`src/rtl/cr_pkg.sv`:
```
// Shared types and defaults for the cognitive-radio transmit controller.
package cr_pkg;

  localparam int unsigned CR_N_CH          = 3;
  localparam int unsigned CR_FRAME_LEN     = 100;
  localparam int unsigned CR_SU_FIFO_DEPTH = 8;

  typedef logic [1:0] cr_sym_t;

  typedef enum logic {
    CR_IDLE   = 1'b0,
    CR_ACTIVE = 1'b1
  } cr_tx_state_e;

  localparam logic CR_D_PU = 1'b1;
  localparam logic CR_D_SU = 1'b0;

endpackage

```
`src/rtl/cr_su_fifo.sv`:
```
// Per-channel SU bit buffer: 1-bit push, 0/1/2-bit pop, oldest bit on head_o[1].
module cr_su_fifo
  import cr_pkg::*;
#(
  parameter int unsigned DEPTH = CR_SU_FIFO_DEPTH,
  localparam int unsigned PTR_W = $clog2(DEPTH),
  localparam int unsigned CNT_W = $clog2(DEPTH + 1)
) (
  input  logic             clk,
  input  logic             rst,
  input  logic             push_i,
  input  logic             push_bit_i,
  input  logic [1:0]       pop_req_i,
  output logic [1:0]       pop_n_o,
  output cr_sym_t          head_o,
  output logic [CNT_W-1:0] count_o
);

  logic [DEPTH-1:0] mem_q;
  logic [PTR_W-1:0] rd_q;
  logic [PTR_W-1:0] wr_q;
  logic [CNT_W-1:0] count_q;
  logic [PTR_W-1:0] rd_nxt_c;
  logic             push_ok_c;

  // Pops are limited by the registered count, so a bit pushed this cycle is never popped this cycle.
  assign push_ok_c = push_i && (count_q < CNT_W'(DEPTH));
  assign pop_n_o   = (CNT_W'(pop_req_i) > count_q) ? count_q[1:0] : pop_req_i;
  assign rd_nxt_c  = rd_q + PTR_W'(1);
  assign head_o    = {mem_q[rd_q], mem_q[rd_nxt_c]};
  assign count_o   = count_q;

  always_ff @(posedge clk or posedge rst) begin
    if (rst) begin
      mem_q   <= '0;
      rd_q    <= '0;
      wr_q    <= '0;
      count_q <= '0;
    end else begin
      if (push_ok_c) begin
        mem_q[wr_q] <= push_bit_i;
        wr_q        <= wr_q + PTR_W'(1);
      end
      rd_q    <= rd_q + PTR_W'(pop_n_o);
      count_q <= count_q + CNT_W'(push_ok_c) - CNT_W'(pop_n_o);
    end
  end

endmodule

```
`src/rtl/cr_controller_tx.sv`:
```
// Cognitive-radio TX controller: per-channel PU/SU merge into 2-bit slots with frame decision.
// Optional CR_TX_STATS_EN adds saturating sec_frames / ul_count statistics outputs.
module cr_controller_tx
  import cr_pkg::*;
#(
  parameter int unsigned N_CH          = CR_N_CH,
  parameter int unsigned FRAME_LEN     = CR_FRAME_LEN,
  parameter int unsigned SU_FIFO_DEPTH = CR_SU_FIFO_DEPTH
) (
  input  logic                clk,
  input  logic                rst,
  input  logic                frame_start,
  input  logic [N_CH-1:0]     pu_req,
  input  logic [N_CH-1:0]     pu_valid,
  input  logic [N_CH-1:0]     pu_bit,
  output logic [N_CH-1:0]     pu_ready,
  input  logic [N_CH-1:0]     su_valid,
  input  logic [N_CH-1:0]     su_bit,
  output logic [N_CH-1:0]     su_ready,
  output logic [N_CH-1:0]     ch_valid,
  output logic [2*N_CH-1:0]   ch_sym,
  output logic [N_CH-1:0]     ch_d,
  output logic [N_CH-1:0]     frame_done,
  output logic [N_CH-1:0]     pu_underrun,
  output logic [N_CH-1:0]     su_underrun
`ifdef CR_TX_STATS_EN
  ,
  output logic [16*N_CH-1:0]  sec_frames,
  output logic [16*N_CH-1:0]  ul_count
`endif
);

  localparam int unsigned SLOT_W = (FRAME_LEN > 1) ? $clog2(FRAME_LEN) : 1;
  localparam int unsigned CNT_W  = $clog2(SU_FIFO_DEPTH + 1);
  localparam logic [SLOT_W-1:0] LAST_SLOT = SLOT_W'(FRAME_LEN - 1);

  for (genvar c = 0; c < N_CH; c++) begin : g_ch
    cr_tx_state_e      state_q;
    logic [SLOT_W-1:0] slot_q;
    logic              d_q;
    logic              valid_q;
    logic              done_q;
    logic              pu_ul_q;
    logic              su_ul_q;
    cr_sym_t           sym_q;
    cr_sym_t           sym_c;
    cr_sym_t           head_c;
    logic              active_c;
    logic              last_c;
    logic              start_c;
    logic              pu_ul_c;
    logic              su_ul_c;
    logic [1:0]        pop_req_c;
    logic [1:0]        pop_n_c;
    logic [CNT_W-1:0]  count_c;

    assign active_c  = (state_q == CR_ACTIVE);
    assign last_c    = active_c && (slot_q == LAST_SLOT);
    assign start_c   = frame_start && (!active_c || last_c);
    assign pop_req_c = !active_c ? 2'd0 : ((d_q == CR_D_PU) ? 2'd1 : 2'd2);

    cr_su_fifo #(
      .DEPTH(SU_FIFO_DEPTH)
    ) u_fifo (
      .clk       (clk),
      .rst       (rst),
      .push_i    (su_valid[c]),
      .push_bit_i(su_bit[c]),
      .pop_req_i (pop_req_c),
      .pop_n_o   (pop_n_c),
      .head_o    (head_c),
      .count_o   (count_c)
    );

    // Slot symbol for the current consume cycle; only meaningful while ACTIVE.
    always_comb begin
      sym_c   = '0;
      pu_ul_c = 1'b0;
      su_ul_c = 1'b0;
      if (d_q == CR_D_PU) begin
        sym_c[1] = pu_valid[c] & pu_bit[c];
        sym_c[0] = (pop_n_c == 2'd1) & head_c[1];
        pu_ul_c  = !pu_valid[c];
        su_ul_c  = (pop_n_c != 2'd1);
      end else begin
        sym_c[1] = (pop_n_c != 2'd0) & head_c[1];
        sym_c[0] = (pop_n_c == 2'd2) & head_c[0];
        su_ul_c  = (pop_n_c != 2'd2);
      end
    end

    always_ff @(posedge clk or posedge rst) begin
      if (rst) begin
        state_q <= CR_IDLE;
        slot_q  <= '0;
        d_q     <= 1'b0;
        valid_q <= 1'b0;
        done_q  <= 1'b0;
        pu_ul_q <= 1'b0;
        su_ul_q <= 1'b0;
        sym_q   <= '0;
      end else begin
        valid_q <= active_c;
        sym_q   <= active_c ? sym_c : cr_sym_t'(0);
        pu_ul_q <= active_c & pu_ul_c;
        su_ul_q <= active_c & su_ul_c;
        done_q  <= last_c;
        case (state_q)
          CR_IDLE: begin
            if (frame_start) begin
              state_q <= CR_ACTIVE;
              slot_q  <= '0;
              d_q     <= pu_req[c];
            end
          end
          CR_ACTIVE: begin
            // A frame_start on the last slot chains straight into the next frame.
            if (last_c) begin
              slot_q <= '0;
              if (frame_start) begin
                d_q <= pu_req[c];
              end else begin
                state_q <= CR_IDLE;
              end
            end else begin
              slot_q <= slot_q + SLOT_W'(1);
            end
          end
          default: state_q <= CR_IDLE;
        endcase
      end
    end

    assign pu_ready[c]       = active_c & (d_q == CR_D_PU) & pu_valid[c];
    assign su_ready[c]       = !rst & (count_c < CNT_W'(SU_FIFO_DEPTH));
    assign ch_valid[c]       = valid_q;
    assign ch_sym[2*c +: 2]  = sym_q;
    assign ch_d[c]           = d_q;
    assign frame_done[c]     = done_q;
    assign pu_underrun[c]    = pu_ul_q;
    assign su_underrun[c]    = su_ul_q;

`ifdef CR_TX_STATS_EN
    logic [15:0] sec_q;
    logic [15:0] ul_q;

    // Saturating counters: SU-owned frames started, and slots with any underrun.
    always_ff @(posedge clk or posedge rst) begin
      if (rst) begin
        sec_q <= '0;
        ul_q  <= '0;
      end else begin
        if (start_c && (pu_req[c] == CR_D_SU) && (sec_q != 16'hFFFF)) begin
          sec_q <= sec_q + 16'd1;
        end
        if (active_c && (pu_ul_c || su_ul_c) && (ul_q != 16'hFFFF)) begin
          ul_q <= ul_q + 16'd1;
        end
      end
    end

    assign sec_frames[16*c +: 16] = sec_q;
    assign ul_count[16*c +: 16]   = ul_q;
`endif
  end

endmodule

```
`config.mk`:
```
export PLATFORM = sky130hd
export DESIGN_NAME = cr_controller_tx
export DESIGN_NICKNAME = d
export VERILOG_FILES = /design/src/rtl/cr_pkg.sv /design/src/rtl/cr_su_fifo.sv /design/src/rtl/cr_controller_tx.sv
export SDC_FILE = /design/constraint.sdc
export NUM_CORES = 1
export LEC_CHECK = 0
export CAP_MARGIN = 30
export CORE_AREA = 2 2 130 132
export CTS_CLUSTER_DIAMETER = 50
export DETAILED_ROUTE_END_ITERATION = 16
export DIE_AREA = 0 0 132 134
export GPL_TIMING_DRIVEN = 1
export HOLD_SLACK_MARGIN = 0.02
export SYNTH_ARGS = -nofsm -noshare
export SYNTH_HDL_FRONTEND = slang
export SYNTH_SLANG_ARGS = --single-unit
```
`constraint.sdc`:
```
create_clock -name clk -period 3.2 [get_ports clk]
set_clock_uncertainty 0.2 [all_clocks]
set_input_delay 0.32 -clock clk [delete_from_list [all_inputs] [get_ports clk]]
set_output_delay 0.32 -clock clk [all_outputs]
set_load 0.02 [all_outputs]
```
==> results.md <==
Power:
- The total power draw is ~5.8 mW.
- The part of the total power dissipated in combinational logic is between 30% and 40%.
- In this run the power density over the cells is approximately 910 mW/mm^2.
- In this run, the clock network consumes around 22% of the power.
- Net switching is about a third of the power.
- The internal power of the cells totals 3.792 mW.
- The switching power total is 1.991 mW.
- The power share of the sequential group is between 30% and 40%.
- The reported leakage power is 2.767 nW.
- VDD sags by at most between 0.0003 and 0.0004 V.

Yosys:
- In this run the cell area of the synthesized design comes to 0.005405 mm^2.
- The synthesized flop and latch total is between 90 and 100.
- In this run, synthesis inferred 0 flip-flops with an integrated enable.
- In the post-synthesis netlist, the biggest area contributors are sky130_fd_sc_hd__dfrtp_1, sky130_fd_sc_hd__ha_1, sky130_fd_sc_hd__mux2_2.
- A synthesized cell averages roughly 11 um^2.
- The cell count after synthesis is 479.
- The fraction of registers with async set/reset is 100.0%.
- The library cell with the largest summed area after synthesis is sky130_fd_sc_hd__dfrtp_1.
- During synthesis, Yosys emitted a total of 0 warnings.
- For this run, the leading register cell type out of synthesis is sky130_fd_sc_hd__dfrtp_1.
- After synthesis, the most frequently instantiated cells are sky130_fd_sc_hd__dfrtp_1, sky130_fd_sc_hd__nand2_1, sky130_fd_sc_hd__inv_1.
- Of the synthesized area, sequential elements account for roughly 46%.
- The count of cell types in the netlist is 58.
- The leading cell type by number of instances after synthesis is sky130_fd_sc_hd__dfrtp_1.
- When the netlist entered floorplanning its net count stood at about 530.
- The area share of the largest cell type after synthesis is around 46%.

Route:
- The final layout contains routed wiring with a total length of 10100 um.
- The detail-routed net length per standard cell is 13.68 um.
- The initial detailed-routing violation count is roughly 190.
- The post-route antenna net violation count is 0.
- The routed via count is 3619.
- The number of detailed-route iterations in the first pass is 4.
- The DRC violation count after routing is 0.
- In the routed layout, each cell is associated on average with a via count of 4.904.

Critical path:
- The number of cells on the worst reg-to-reg path is 11.
- The cell that appears most often on the critical path is sky130_fd_sc_hd__ha_1.
- The critical path required time is about 3200 ps.
- In this design, the stage delay of the slowest critical-path cell is between 300 and 400 ps.
- In this run the register-to-register setup slack is 180 ps.
- STA classifies the critical path endpoint as a flop.
- The worst-path maximum fanout is 4.
- The cell with the biggest individual delay on the critical path is sky130_fd_sc_hd__dfrtp_1.
- The worst register-to-register path ends at g_ch[1].u_fifo.count_o[2].
- The critical path in this run is classified as flop to flop.
- STA classifies the critical path startpoint as a flop.
- Walking the worst path, the cells encountered are nand2_1, ha_1, or2_2, maj3_1, o22ai_2, ha_1, inv_1, ha_1, inv_1, fa_1, xnor2_1.
- The worst register-to-register path begins at g_ch[1].d_q.
- The arrival time reported for the critical path endpoint is around 3100 ps.

GRT:
- The number of antenna violations at the first check in global routing was 0.
- The number of global-route vias before repair is 3759.
- The maximum number of pins on one net before global-route repair is 59.
- The remaining global-route overflow is 0.
- In the global route stage, overall resource usage came out at between 10% and 20%.
- The global-route wire length before repair is between 15000 and 20000 um.

Timing:
- The number of pins with negative max-slew slack in the final report came to 0.
- The hold violation count in the final report is 0.
- The final setup violation count is 0.
- The final-layout worst hold slack is 274.3 ps.
- The actual slew at the worst max-slew pin is ~620 ps.
- The headroom to the max-slew limit is 58.44%.
- Setup slack on the critical path of the routed design comes to ~180 ps.
- The total negative slack for setup checks is 0 ps.
- The post-layout minimum cycle time is 3024 ps.
- The final clock period utilization by the worst path is ~95%.
- For this run, the top clock speed supported by timing is approximately 330 MHz.

Placement:
- The setup slack after placement is 124.2 ps.
- In this run the cell area measured after placement is ~0.0060 mm^2.
- The number of cells in the design after placement is ~720.
- The post-DP HPWL is 7245 um.
- The global placement routability congestion is about 0.8.
- The number of I/O port buffers is between 40 and 50.

Clocking:
- In this run, CTS created clock tree buffers numbering 9.
- After clock tree synthesis, the clock-pin slew on the worst setup and hold paths is ~70 ps.
- The root buffer cell chosen for the clock tree is sky130_fd_sc_hd__clkbuf_16.
- The clock net sink count is approximately 100.
- The clock passes through at most 2 buffers.
- The number of buffers added to fix hold violations after cts is 0.
- CTS built an H-tree with a depth of 3.
- The post-CTS setup repair buffer count is 0.
- For the worst-skew pair, the clock arrives at the later sink with an insertion delay of ~350 ps.
- Gates resized during post-CTS repair numbered 0.
- TritonCTS built the clock tree.

Layout:
- The layout overhead on the synthesized area is 18.01%.
- The cell area after layout is ~0.0064 mm^2.
- The utilization of the core after routing is 39.16%.
- The fraction of final layout cells sized beyond drive strength 1 is 13.71%.
- The net count of the finished layout is around 570.
- The repair_antennas step left the layout with diodes totalling 0.
- The filler cells instantiated in the layout total ~1.6k.
- The post-route non-filler standard cell count is ~740.

Run status:
- The flow ran to the end, and the final reports show no timing, DRC or antenna violations.

Die:
- The horizontal extent of the die is 132 um.
- The die is 134 um tall.
- The number of top-level pins is 45.
- The number of rows in the core area is 47.
- For this configuration, the core starts out at a cell density of between 30% and 40%.
- The core region is 0.01629 mm^2.
- The die area is about 0.018 mm^2.

Hold path:
- The worst hold path begins at g_ch[0].slot_q[6].
- The worst hold path class is flop to flop.
- The cell depth of the worst min-delay path is 1.
- For hold timing, the worst endpoint is g_ch[0].slot_q[6].

Flow run:
- The number of violations of the max-capacitance limit is 0.
[worst max-delay path: cells and delay by family (launching register included)]
family,cells,cell delay (ps)
xor gates and xnor gates,1,130
buffers and inverters,2,120
adders and majority gates,5,1430
and+or+nand+nor,2,460
AOI/OAI and AO/OA,1,200
DFF,1,380
[layout make-up]
type | instances | area (um^2) | share of cell area (%)
well taps | 220 | 275.3 | 4.315
repair buffers | 51 | 505.5 | 7.925
clock buffers | 11 | 252.7 | 3.962
flip-flops and latches | 99 | 2477 | 38.84
inverters | 34 | 130.1 | 2.040
multi-input cells | 319 | 2640 | 41.39
clock inverters | 4 | 97.59 | 1.530
[metal layers]
metal / vias up / wire [um] / share of wire [%] / global-route usage, %
li1: 1755 / - / - / -
met5: - / 0 / 0 / 0
met2: 53 / 4776 / 47 / 20.46
met1: 1792 / 4761 / 47 / 15.57
met3: 19 / 302 / 3.0 / 2.343
met4: 0 / 257 / 2.5 / 6.220
[registers in the layout (all words and copies together) (netlist names)]
signal	count
g_ch.u_fifo.wr_q	9
g_ch.u_fifo.mem_q	24
g_ch.active_c	3
g_ch.u_fifo.count_o	12
g_ch.d_q	3
g_ch.sym_q	6
g_ch.slot_q	21
g_ch.pu_ul_q	3
g_ch.done_q	3
g_ch.valid_q	3
g_ch.u_fifo.rd_q	9
g_ch.su_ul_q	3
[cell families (layout without fill, tap and decap cells)]
kind of cell	after synthesis	in the layout	share of synthesized area (%)
muxes	51	51	12.99
AOI/OAI and AO/OA	68	68	9.098
adders and majority gates	38	38	9.560
xor gates and xnor gates	21	21	3.403
DFF	99	99	45.83
and+or+nand+nor	141	141	13.68
buffers and inverters	61	100	5.440
[worst max path at each step]
stage          slack (ps)  cells past startpoint        start                        end
6_report              180                     11  g_ch[1].d_q  g_ch[1].u_fifo.count_o[2]
5_1_grt               -10                     11  g_ch[1].d_q  g_ch[1].u_fifo.count_o[2]
4_1_cts               120                     11  g_ch[1].d_q  g_ch[1].u_fifo.count_o[2]
3_5_place_dp          120                     11  g_ch[1].d_q  g_ch[1].u_fifo.count_o[2]
3_3_place_gp          180                     11  g_ch[1].d_q  g_ch[1].u_fifo.count_o[1]
2_1_floorplan          90                      1          rst           g_ch[0].active_c
[power groups by stage]
| stage | combinational [mW] | sequential, mW | clock, mW |
|---|---|---|---|
| global placement | 2.17 | 2.25 | 0 |
| floorplan | 1.84 | 2.12 | 0 |
| finish | 2.25 | 2.25 | 1.28 |
| global route | 2.55 | 2.34 | 1.37 |
| detailed placement | 2.27 | 2.27 | 0 |
| CTS | 2.29 | 2.25 | 1.32 |
[cell usage in the layout (no fill, tap or decap), drive strengths merged, types with 7 or more instances in the layout]
| cell type | n |
|---|---|
| dfrtp | 99 |
| clkdlybuf4s50 | 44 |
| nand2 | 35 |
| inv | 34 |
| ha | 30 |
| mux2 | 30 |
| nor2 | 27 |
| nand3 | 15 |
| o21ai | 15 |
| a21oi | 14 |
| nor2b | 13 |
| xnor2 | 12 |
| mux4 | 12 |
| clkbuf | 11 |
| and3 | 10 |
| xor2 | 9 |
| mux2i | 9 |
| nand2b | 8 |
| buf | 7 |
Power figures use the tool's default switching activity.
